--- src/rtl/vec100_pkg.sv ---
// Shared definitions for the 100-bit test-vector pattern generator:
// sizes, the FSM state encoding, the LFSR default seed and helpers.
package vec100_pkg;

    localparam int VEC_W        = 100;
    localparam int IDX_W        = 7;
    localparam int CORNER_WORDS = 4;
    localparam int WALK_WORDS   = 100;
    localparam int LFSR_TAP     = 37;

    typedef logic [VEC_W-1:0] vec_t;

    // Used whenever a zero seed is supplied; an all-zero LFSR would lock up.
    localparam vec_t LFSR_DEFAULT_SEED = 100'hC0FFEE123456789ABCDEF1357;

    // Low-order 18-bit mask used by the third and fourth corner words.
    localparam vec_t CORNER_MASK = 100'h3ffff;

    typedef enum logic [2:0] {
        ST_IDLE   = 3'd0,
        ST_CORNER = 3'd1,
        ST_WALK1  = 3'd2,
        ST_WALK0  = 3'd3,
        ST_RAND   = 3'd4,
        ST_DONE   = 3'd5
    } state_t;

    // Fibonacci x^100 + x^37 + 1: shift toward the MSB, feedback from
    // bit 99 (x^100) and bit 36 (x^37) into bit 0.
    function automatic vec_t lfsr_next(input vec_t s);
        return {s[VEC_W-2:0], s[VEC_W-1] ^ s[LFSR_TAP-1]};
    endfunction

    // Corner words in emission order: zeros, ones, low mask, inverted mask.
    function automatic vec_t corner_word(input logic [1:0] sel);
        vec_t w;
        case (sel)
            2'd0:    w = '0;
            2'd1:    w = '1;
            2'd2:    w = CORNER_MASK;
            default: w = ~CORNER_MASK;
        endcase
        return w;
    endfunction

endpackage

--- src/rtl/vec100_lfsr.sv ---
// 100-bit Fibonacci LFSR (x^100 + x^37 + 1) with synchronous load and step.
// A zero seed is replaced by LFSR_DEFAULT_SEED so the register never locks up.
module vec100_lfsr
    import vec100_pkg::*;
(
    input  logic clk,
    input  logic aresetn,
    input  logic load,
    input  vec_t seed,
    input  logic step,
    output vec_t state
);

    // LFSR register: load has priority over step.
    always_ff @(posedge clk or negedge aresetn) begin
        if (!aresetn) begin
            state <= LFSR_DEFAULT_SEED;
        end else if (load) begin
            state <= (seed == '0) ? LFSR_DEFAULT_SEED : seed;
        end else if (step) begin
            state <= lfsr_next(state);
        end
    end

endmodule

--- src/rtl/vec100_pattern_gen.sv ---
// 100-bit test-vector pattern generator. One start request produces
// 4 corner words, 100 walking-ones, 100 walking-zeros, then rand_count
// LFSR words, over a valid/ready stream with a registered data path.
//
// state  | meaning
// -------+------------------------------------------------------------
// IDLE   | waiting for start; outputs quiet
// CORNER | emitting the 4 corner words
// WALK1  | emitting 100'h1 << index, index = 0..99
// WALK0  | emitting ~(100'h1 << index), index = 0..99
// RAND   | emitting LFSR state, one step per transferred word
// DONE   | single-cycle tail with busy still high, then IDLE
module vec100_pattern_gen
    import vec100_pkg::*;
#(
    parameter int RAND_MAX_W = 8
) (
    input  logic                  clk,
    input  logic                  aresetn,
    input  logic                  start,
    input  logic [VEC_W-1:0]      seed,
    input  logic [RAND_MAX_W-1:0] rand_count,
    output logic                  pat_valid,
    input  logic                  pat_ready,
    output logic [VEC_W-1:0]      pat_data,
    output logic                  pat_last,
    output logic                  busy
);

    state_t                  state;
    state_t                  state_nxt;
    logic [IDX_W-1:0]        index;
    logic [IDX_W-1:0]        idx_nxt;
    logic [RAND_MAX_W-1:0]   rand_left;
    vec_t                    word_nxt;
    vec_t                    lfsr_state;

    logic accept;
    logic fire;
    logic advance;
    logic corner_end;
    logic walk_end;
    logic rand_end;
    logic rand_skip;

    // Handshake and terminal-count qualifiers; all derived from registers
    // except fire, which only steers register loads, never pat_data directly.
    always_comb begin
        accept     = (state == ST_IDLE) && start;
        fire       = pat_valid && pat_ready;
        advance    = accept || fire;
        corner_end = (index == IDX_W'(CORNER_WORDS - 1));
        walk_end   = (index == IDX_W'(WALK_WORDS - 1));
        rand_end   = (rand_left == RAND_MAX_W'(1));
        rand_skip  = (rand_left == '0);
    end

    vec100_lfsr u_lfsr (
        .clk     (clk),
        .aresetn (aresetn),
        .load    (accept),
        .seed    (seed),
        .step    (fire && (state == ST_RAND)),
        .state   (lfsr_state)
    );

    // State register.
    always_ff @(posedge clk or negedge aresetn) begin
        if (!aresetn) begin
            state <= ST_IDLE;
        end else begin
            state <= state_nxt;
        end
    end

    // Next-state logic: phases advance only when their final word transfers.
    always_comb begin
        state_nxt = state;
        case (state)
            ST_IDLE:   if (start) state_nxt = ST_CORNER;
            ST_CORNER: if (fire && corner_end) state_nxt = ST_WALK1;
            ST_WALK1:  if (fire && walk_end) state_nxt = ST_WALK0;
            ST_WALK0:  if (fire && walk_end) state_nxt = rand_skip ? ST_DONE : ST_RAND;
            ST_RAND:   if (fire && rand_end) state_nxt = ST_DONE;
            ST_DONE:   state_nxt = ST_IDLE;
            default:   state_nxt = ST_IDLE;
        endcase
    end

    // Output decode from the state register and counters.
    always_comb begin
        pat_valid = 1'b0;
        busy      = (state != ST_IDLE);
        pat_last  = 1'b0;
        case (state)
            ST_CORNER, ST_WALK1: pat_valid = 1'b1;
            ST_WALK0: begin
                pat_valid = 1'b1;
                pat_last  = walk_end && rand_skip;
            end
            ST_RAND: begin
                pat_valid = 1'b1;
                pat_last  = rand_end;
            end
            default: pat_valid = 1'b0;
        endcase
    end

    // Next word to present: index restarts on every phase change. Entering
    // RAND shows the freshly loaded seed; within RAND the word is the stepped
    // LFSR value, matching the step the LFSR takes on the same edge.
    always_comb begin
        idx_nxt = (state_nxt != state) ? '0 : index + IDX_W'(1);
        case (state_nxt)
            ST_CORNER: word_nxt = corner_word(idx_nxt[1:0]);
            ST_WALK1:  word_nxt = vec_t'(1) << idx_nxt;
            ST_WALK0:  word_nxt = ~(vec_t'(1) << idx_nxt);
            ST_RAND:   word_nxt = (state == ST_RAND) ? lfsr_next(lfsr_state) : lfsr_state;
            default:   word_nxt = '0;
        endcase
    end

    // Data path registers: index, remaining random words, presented word.
    always_ff @(posedge clk or negedge aresetn) begin
        if (!aresetn) begin
            index     <= '0;
            rand_left <= '0;
            pat_data  <= '0;
        end else begin
            if (accept) begin
                rand_left <= rand_count;
            end else if (fire && (state == ST_RAND)) begin
                rand_left <= rand_left - RAND_MAX_W'(1);
            end
            if (advance) begin
                index    <= idx_nxt;
                pat_data <= word_nxt;
            end
        end
    end

endmodule

--- config.mk ---
export PLATFORM = sky130hd
export DESIGN_NAME = vec100_pattern_gen
export DESIGN_NICKNAME = d
export VERILOG_FILES = /design/src/rtl/vec100_pkg.sv /design/src/rtl/vec100_lfsr.sv /design/src/rtl/vec100_pattern_gen.sv
export SDC_FILE = /design/constraint.sdc
export NUM_CORES = 1
export LEC_CHECK = 0
export CORE_AREA = 8 8 181 183
export DETAILED_ROUTE_END_ITERATION = 16
export DIE_AREA = 0 0 189 191
export DONT_BUFFER_PORTS = 1
export GPL_ROUTABILITY_DRIVEN = 0
export SYNTH_ARGS = -nofsm -noshare
export SYNTH_HDL_FRONTEND = slang
export SYNTH_SLANG_ARGS = --single-unit
--- constraint.sdc ---
create_clock -name clk -period 5.02 [get_ports clk]
set_input_delay 0.753 -clock clk [delete_from_list [all_inputs] [get_ports clk]]
set_output_delay 0.753 -clock clk [all_outputs]
set_load 0.005 [all_outputs]
==> results.tsv <==
stage	metric	value	unit
layout	fill_cells	2883	
detailed_routing	wire_per_inst	29.6	um
global_routing	use_met3	9.65	%
floorplan	start_util	44.1	%
detailed_routing	antenna_left	0	
detailed_routing	avgViaCountPerCell	7.02	
yosys	netlist_area	13300	um^2
worst_setup_path	crit_chain	ha_1 -> or4b_1 -> or3_4 -> a221oi_4 -> nor2_1 -> nand2_1 -> ha_1 -> nand4_1 -> nor2_1 -> o221ai_1 -> a221o_1	
clock_tree	clockRootBuffer	clkbuf_16	
clock_tree	postCtsResizedCells	0	
place	portBuffers	0	
clock_tree	cts_max_path_buffers	3	
clock_tree	cts_sinks	218	
yosys	synth_edf_count	0	
worst_setup_path	max_stage_delay	0.64	ns
place	placed_area	13400	um^2
clock_tree	htreeDepth	1	
global_routing	top_usage_layer	met1	
detailed_routing	via_count	12700	
yosys	synthFlopType	dfrtp_1	
floorplan	chipHeight	191	um
layout	final_area	14300	um^2
yosys	avgSynthCellArea	8.86	um^2
clock_tree	cts.clk_slew.worst_paths	0.06	ns
worst_hold_path	hold_class	input pin to asynchronous set/reset pin	
yosys	synth_warnings	0	
floorplan	core-area	30000	um^2
worst_setup_path	critPathSlowestCell	ha_1	
floorplan	ios	215	
timing	fin_worst_skew	0.00934	ns
worst_setup_path	cp.arrival	4.70	ns
detailed_routing	wirelength	53600	um
layout	final_layout_size_suffix_gt1_share	11.7	%
timing	rsz0062_at_grt	false	
layout	final_cell_mix	254 x nand2_1, 162 x nor2_1, 162 x dfrtp_1, 108 x a31oi_1, 97 x a221o_1	
flow_run	maxCapViolCount	0	
yosys	ys_types	63	
timing	fmaxAchievable	234	MHz
global_routing	grt_start_max_net_pins	163	
global_routing	grt_overflow	0	
timing	worstMarginPinSlew	1.33	ns
worst_setup_path	worstReg2RegEnd	pat_data[85]	
clock_tree	cts_buffers	26	
yosys	yosysSeqAreaShare	41.7	%
global_routing	grt_use_total	28.4	%
power_and_ir_drop	p_leak	5.09	nW
yosys	synth_async_sr_flop_share	100	%
global_routing	grt_use_met1	40.7	%
place	pre_cts_slack	0.845	ns
detailed_routing	drc_errors	0	
floorplan	fp.dieW	189	um
yosys	synthCells	1495	
worst_setup_path	cp-end-kind	flip-flop	
worst_setup_path	path_class	flip-flop to flip-flop	
worst_setup_path	crit_fanout	15	
detailed_routing	drt_pass1_iterations	6	
layout	final_common_cell	nand2_1	
worst_setup_path	crit_path_start_kind	flip-flop	
floorplan	die_area	36100	um^2
timing	period_share	85.2	%
timing	finalCriticalPeriod	4.28	ns
yosys	syn_nets	1615	
status	outcome	completed	
clock_tree	clock_latency	0.54	ns
timing	setup_ws	0.744	ns
worst_setup_path	r2r_slack	0.74	ns
timing	slew_viol_final	0	
worst_setup_path	regToRegStartpoint	index[0]	
floorplan	placementRows	64	
layout	antennaDiodeCount	0	
clock_tree	cts_tree	yes	
timing	slew_headroom	11.1	%
global_routing	antenna_found_initial	0	
layout	syn_to_final_growth	8.07	%
global_routing	grt_pass1_wl	79000	um
global_routing	grt_pass1_vias	11600	
global_routing	use_met2	39.8	%
worst_setup_path	rr_worst_depth	11	
timing	setup_tns	0	ns
yosys	ys_ff_latch	218	
place	dpl.hpwl	37900	um
worst_setup_path	required	5.45	ns
power_and_ir_drop	ir_drop	0.200	mV
layout	nets	1517	
timing	report.final.setup_viol	0	
power_and_ir_drop	power.density	340	nW/um^2
detailed_routing	drt_iter0_markers	1924	
timing	finalHoldViolations	0	
synth_stat cells, types with 2 or more instances:
| cell | count | area (um^2) |
|---|---|---|
| buf_6 | 2 | 22.5 |
| nor2_1 | 162 | 608 |
| inv_1 | 11 | 41.3 |
| nor4_1 | 27 | 169 |
| nand4_1 | 24 | 150 |
| nor4bb_1 | 4 | 40.0 |
| dfrtp_1 | 162 | 4050 |
| xor2_1 | 7 | 61.3 |
| and2_1 | 25 | 156 |
| mux2i_1 | 91 | 911 |
| buf_4 | 6 | 45.0 |
| xnor2_1 | 7 | 61.3 |
| o21ai_0 | 13 | 65.1 |
| a21o_1 | 2 | 15.0 |
| nand3b_1 | 4 | 30.0 |
| a21oi_1 | 82 | 410 |
| and3_1 | 9 | 56.3 |
| nor3_1 | 10 | 50.1 |
| a31oi_1 | 108 | 676 |
| dfstp_2 | 56 | 1470 |
| ha_1 | 8 | 100 |
| nand2_1 | 255 | 957 |
| mux2_2 | 9 | 101 |
| o211ai_1 | 14 | 105 |
| nand3_1 | 17 | 85.1 |
| a41o_1 | 5 | 50.1 |
| nor3b_1 | 2 | 15.0 |
| a41oi_1 | 2 | 17.5 |
| o221ai_1 | 84 | 736 |
| o221a_2 | 8 | 90.1 |
| a221o_1 | 97 | 971 |
| buf_1 | 18 | 67.6 |
| buf_2 | 21 | 105 |
| or3_1 | 5 | 31.3 |
| clkbuf_1 | 106 | 398 |
| o31ai_1 | 4 | 30.0 |
| nor2b_1 | 2 | 12.5 |
critical path: cells and delay by family (launching register included):
family | cells | cell delay, ns
adders and majority gates | 2 | 1.02
and+or+nand+nor | 6 | 1.84
DFF | 1 | 0.45
AOI/OAI and AO/OA | 3 | 0.84
state kept, by name, indices dropped and copies added, names as in the netlist:
| signal | count |
|---|---|
| index | 7 |
| pat_data | 100 |
| rand_left | 8 |
| state | 3 |
| u_lfsr.state | 100 |
power breakdown:
group	internal, mW	leakage (nW)	switching (mW)	total [mW]
Sequential	1.85	2.50	0.132	1.98
Combinational	0.223	2.13	0.651	0.874
Clock	1.22	0.455	0.792	2.01
Total	3.29	5.09	1.57	4.86
metrics by stage:
stage | std cells | power, mW | hold WS [ns] | util [%]
after CTS | 1811 | 4.84 | 0.0633 | 47.7
after global placement | 1764 | 2.81 | 0.477 | 44.6
after floorplan | 1495 | 2.51 | 0.457 | -
final | 1811 | 4.86 | 0.0781 | 47.7
after global routing | 1811 | 4.98 | 0.0667 | 47.7
after detailed placement | 1764 | 2.81 | 0.478 | 44.6
layer usage:
| metal | part of all wire [%] | wire, um |
|---|---|---|
| met2 | 41 | 22100 |
| met4 | 3.3 | 1770 |
| met3 | 14 | 7310 |
| met5 | 0 | 0 |
| met1 | 42 | 22500 |
layout make-up:
class	instances	area (um^2)	area share, %
Inverter	11	41.3	0.288
Clock inverter	12	143	0.996
Sequential cell	218	5530	38.6
Clock buffer	34	762	5.32
Multi-Input combinational cell	1112	7090	49.5
Timing Repair Buffer	28	268	1.87
Tap cell	396	495	3.46
worst max path at each step:
stage / from / endpoint / depth (start not counted)
3_5_place_dp: index[0] / pat_data[85] / 11
6_report: index[0] / pat_data[85] / 11
3_3_place_gp: index[0] / pat_data[21] / 11
2_1_floorplan: index[0] / pat_data[12] / 13
4_1_cts: index[0] / pat_data[21] / 11
5_1_grt: index[0] / pat_data[85] / 11
what timing repair did:
item | CTS | global route
hold buffers | 1 | 0
hold endpoints to repair | 162 | 0
buffers inserted | 0 | 0
cells by family (layout without fill, tap and decap cells):
family,count (synthesis),count (layout),share of synthesized area [%]
AND/OR/NAND/NOR,559,559,18.9
AO/OA/AOI/OAI,431,431,24.9
flip-flops,218,218,41.7
buffers and inverters,165,85,5.24
multiplexers,100,100,7.64
XOR/XNOR,14,14,0.925
adder cells (fa/ha/maj),8,8,0.755
No activity file was read; power rests on OpenSTA's default activity.
==> variant: new RTL, config.mk and constraints unchanged <==
Make the reset (`aresetn`) synchronous in 3 clocked blocks.
--- a/src/rtl/vec100_lfsr.sv
+++ b/src/rtl/vec100_lfsr.sv
@@ -14,3 +14,3 @@
     // LFSR register: load has priority over step.
-    always_ff @(posedge clk or negedge aresetn) begin
+    always_ff @(posedge clk) begin
         if (!aresetn) begin
--- a/src/rtl/vec100_pattern_gen.sv
+++ b/src/rtl/vec100_pattern_gen.sv
@@ -67,3 +67,3 @@
     // State register.
-    always_ff @(posedge clk or negedge aresetn) begin
+    always_ff @(posedge clk) begin
         if (!aresetn) begin
@@ -123,3 +123,3 @@
     // Data path registers: index, remaining random words, presented word.
-    always_ff @(posedge clk or negedge aresetn) begin
+    always_ff @(posedge clk) begin
         if (!aresetn) begin
Behaviour: differs if aresetn is asserted again (counterexample within 4 cycles, from zero or initial values and one cycle with aresetn low); with aresetn held inactive, the same outputs for 4 cycles.
==> variant against the unedited design <==
Setup slack worse by 0.24 ns. Routed wire length is 4.2% higher. Sequential power increased by 4%. Cell area is 2.4% higher. Total power rose by 3.6%. Sequential cell count did not move. Via count is 14% higher. Global-route usage is 0.96 points higher. Area after synthesis rose by 3.8%. Critical endpoint is now pat_data[26]$_SDFFE_PN0P_.
==> variant: results (changes against the unedited design) <==
Routing
  – DR WL met2: 23630 microns (was 22080 microns)
  – WL met1: 23880 microns (was 22480 microns)
  – Initial DRC count: 1929 (was 1924)
  – First-pass iteration count of the detailed router: 5 (was 6)
  – Detailed Route WL: 55900 microns (was 53630 microns)
  – Top sig layer: met5 (was met4)
  – Vias: 14450 (was 12720)

Place
  – Placement-stage worst setup slack: 0.7073 ns (was 0.8448 ns)
  – Hpwl dp: 39310 microns (was 37870 microns)

GRT
  – GR Layer Usage met3: 8.683% (was 9.650%)
  – Initial antenna violation count: 2 (was 0)
  – Tot GR Track Use: 29.33% (was 28.37%)
  – Largest net degree at the start of global routing: 107 (was 163)
  – Vias in the first global route: 12990 (was 11620)
  – GR Util met1: 41.24% (was 40.73%)
  – First-pass GRT wire length: 83770 microns (was 79000 microns)

Yosys
  – Most instantiated cells after synthesis: nand2_1, dfxtp_1, clkbuf_1, o21ai_0, a21oi_1 (was nand2_1, dfrtp_1, nor2_1, a31oi_1, clkbuf_1)
  – Main combinational cell family by area after synthesis: simple AND/OR/NAND/NOR gates (was compound AO/OA/AOI/OAI gates)
  – Synth top area cells: dfxtp_1, nand2_1, mux2i_1 (was dfrtp_1, dfstp_2, a221o_1)
  – Synth Area in Compound Gates: 27.39% (was 24.87%)
  – Post-synthesis adder-cell area fraction: 0.7275% (was 0.7554%)

Power
  – Leakage: 5.038 nW (was 5.089 nW)
  – Max rail drop VDD: 0.1933 mV (was 0.1998 mV)
  – Sw Pwr: 0.001703 W (was 0.001575 W)

Critical path
  – Origin of the worst setup path: index[0]$_SDFFE_PN0P_ (was index[0]$_DFFE_PN0P_)
  – Flop-to-flop setup slack: 0.50 ns (was 0.74 ns)
  – Maximum fanout along the worst path: 18 (was 15)
  – Arrival @ worst endpoint: 4.88 ns (was 4.70 ns)

Min path
  – Min-delay worst type: in -> reg (was in -> async)

Status
  – Status: complete, no violations (unchanged)

Layout
  – # nets final: 1907 (was 1517)
  – Filler cells: 3009 (was 2883)
-- variant: cell types whose count changed in the layout (fill, tap and decap cells not counted), moves of 43 or more --
cell	before	now
o221ai_1	84	4
dfstp_2	56	0
nand2_1	254	541
dfxtp_1	0	218
nor2_1	162	72
a311oi_1	0	49
o21ai_0	12	122
a31oi_1	108	36
dfrtp_1	162	0
a221o_1	97	0
nand3_1	16	86
a211oi_1	0	43
-- variant: layout make-up --
type | instances | area, sq um | area share, %
Clock inverter | 4 | 47.55 | 0.3243
Multi-Input combinational cell | 1500 | 8648 | 59.00
Inverter | 7 | 28.78 | 0.1963
Clock buffer | 40 | 794.5 | 5.420
Tap cell | 396 | 495.5 | 3.380
Timing Repair Buffer | 34 | 280.3 | 1.912
Sequential cell | 218 | 4364 | 29.77
-- variant: critical path: cells and delay by family (launching register included) --
kind | cells | cell delay (ns)
and+or+nand+nor | 6 | 1.84
adders and majority gates | 2 | 0.76
DFF | 1 | 0.52
AOI/OAI and AO/OA | 4 | 1.24
-- variant: final timing paths --
kind	endpoint	cells after the start
worst min register to register	pat_data[44]$_SDFFE_PN0P_	2
worst max-delay path	pat_data[26]$_SDFFE_PN0P_	12
worst min-delay path	u_lfsr.state[99]$_SDFFE_PN1P_	1
worst max register to register	pat_data[26]$_SDFFE_PN0P_	12
-- variant: through the flow --
stage / utilization (%) / std cells / instance area (sq um) / total power (W) / hold slack [ns]
4_1_cts: 48.82 / 2199 / 14660 / 0.005020 / 0.3207
2_1_floorplan: - / 1909 / 13760 / 0.002818 / 0.4483
5_1_grt: 48.82 / 2199 / 14660 / 0.005232 / 0.3062
3_3_place_gp: 46.01 / 2155 / 13820 / 0.003125 / 0.4988
3_5_place_dp: 46.01 / 2155 / 13820 / 0.003142 / 0.5063
6_report: 48.82 / 2199 / 14660 / 0.005040 / 0.3315
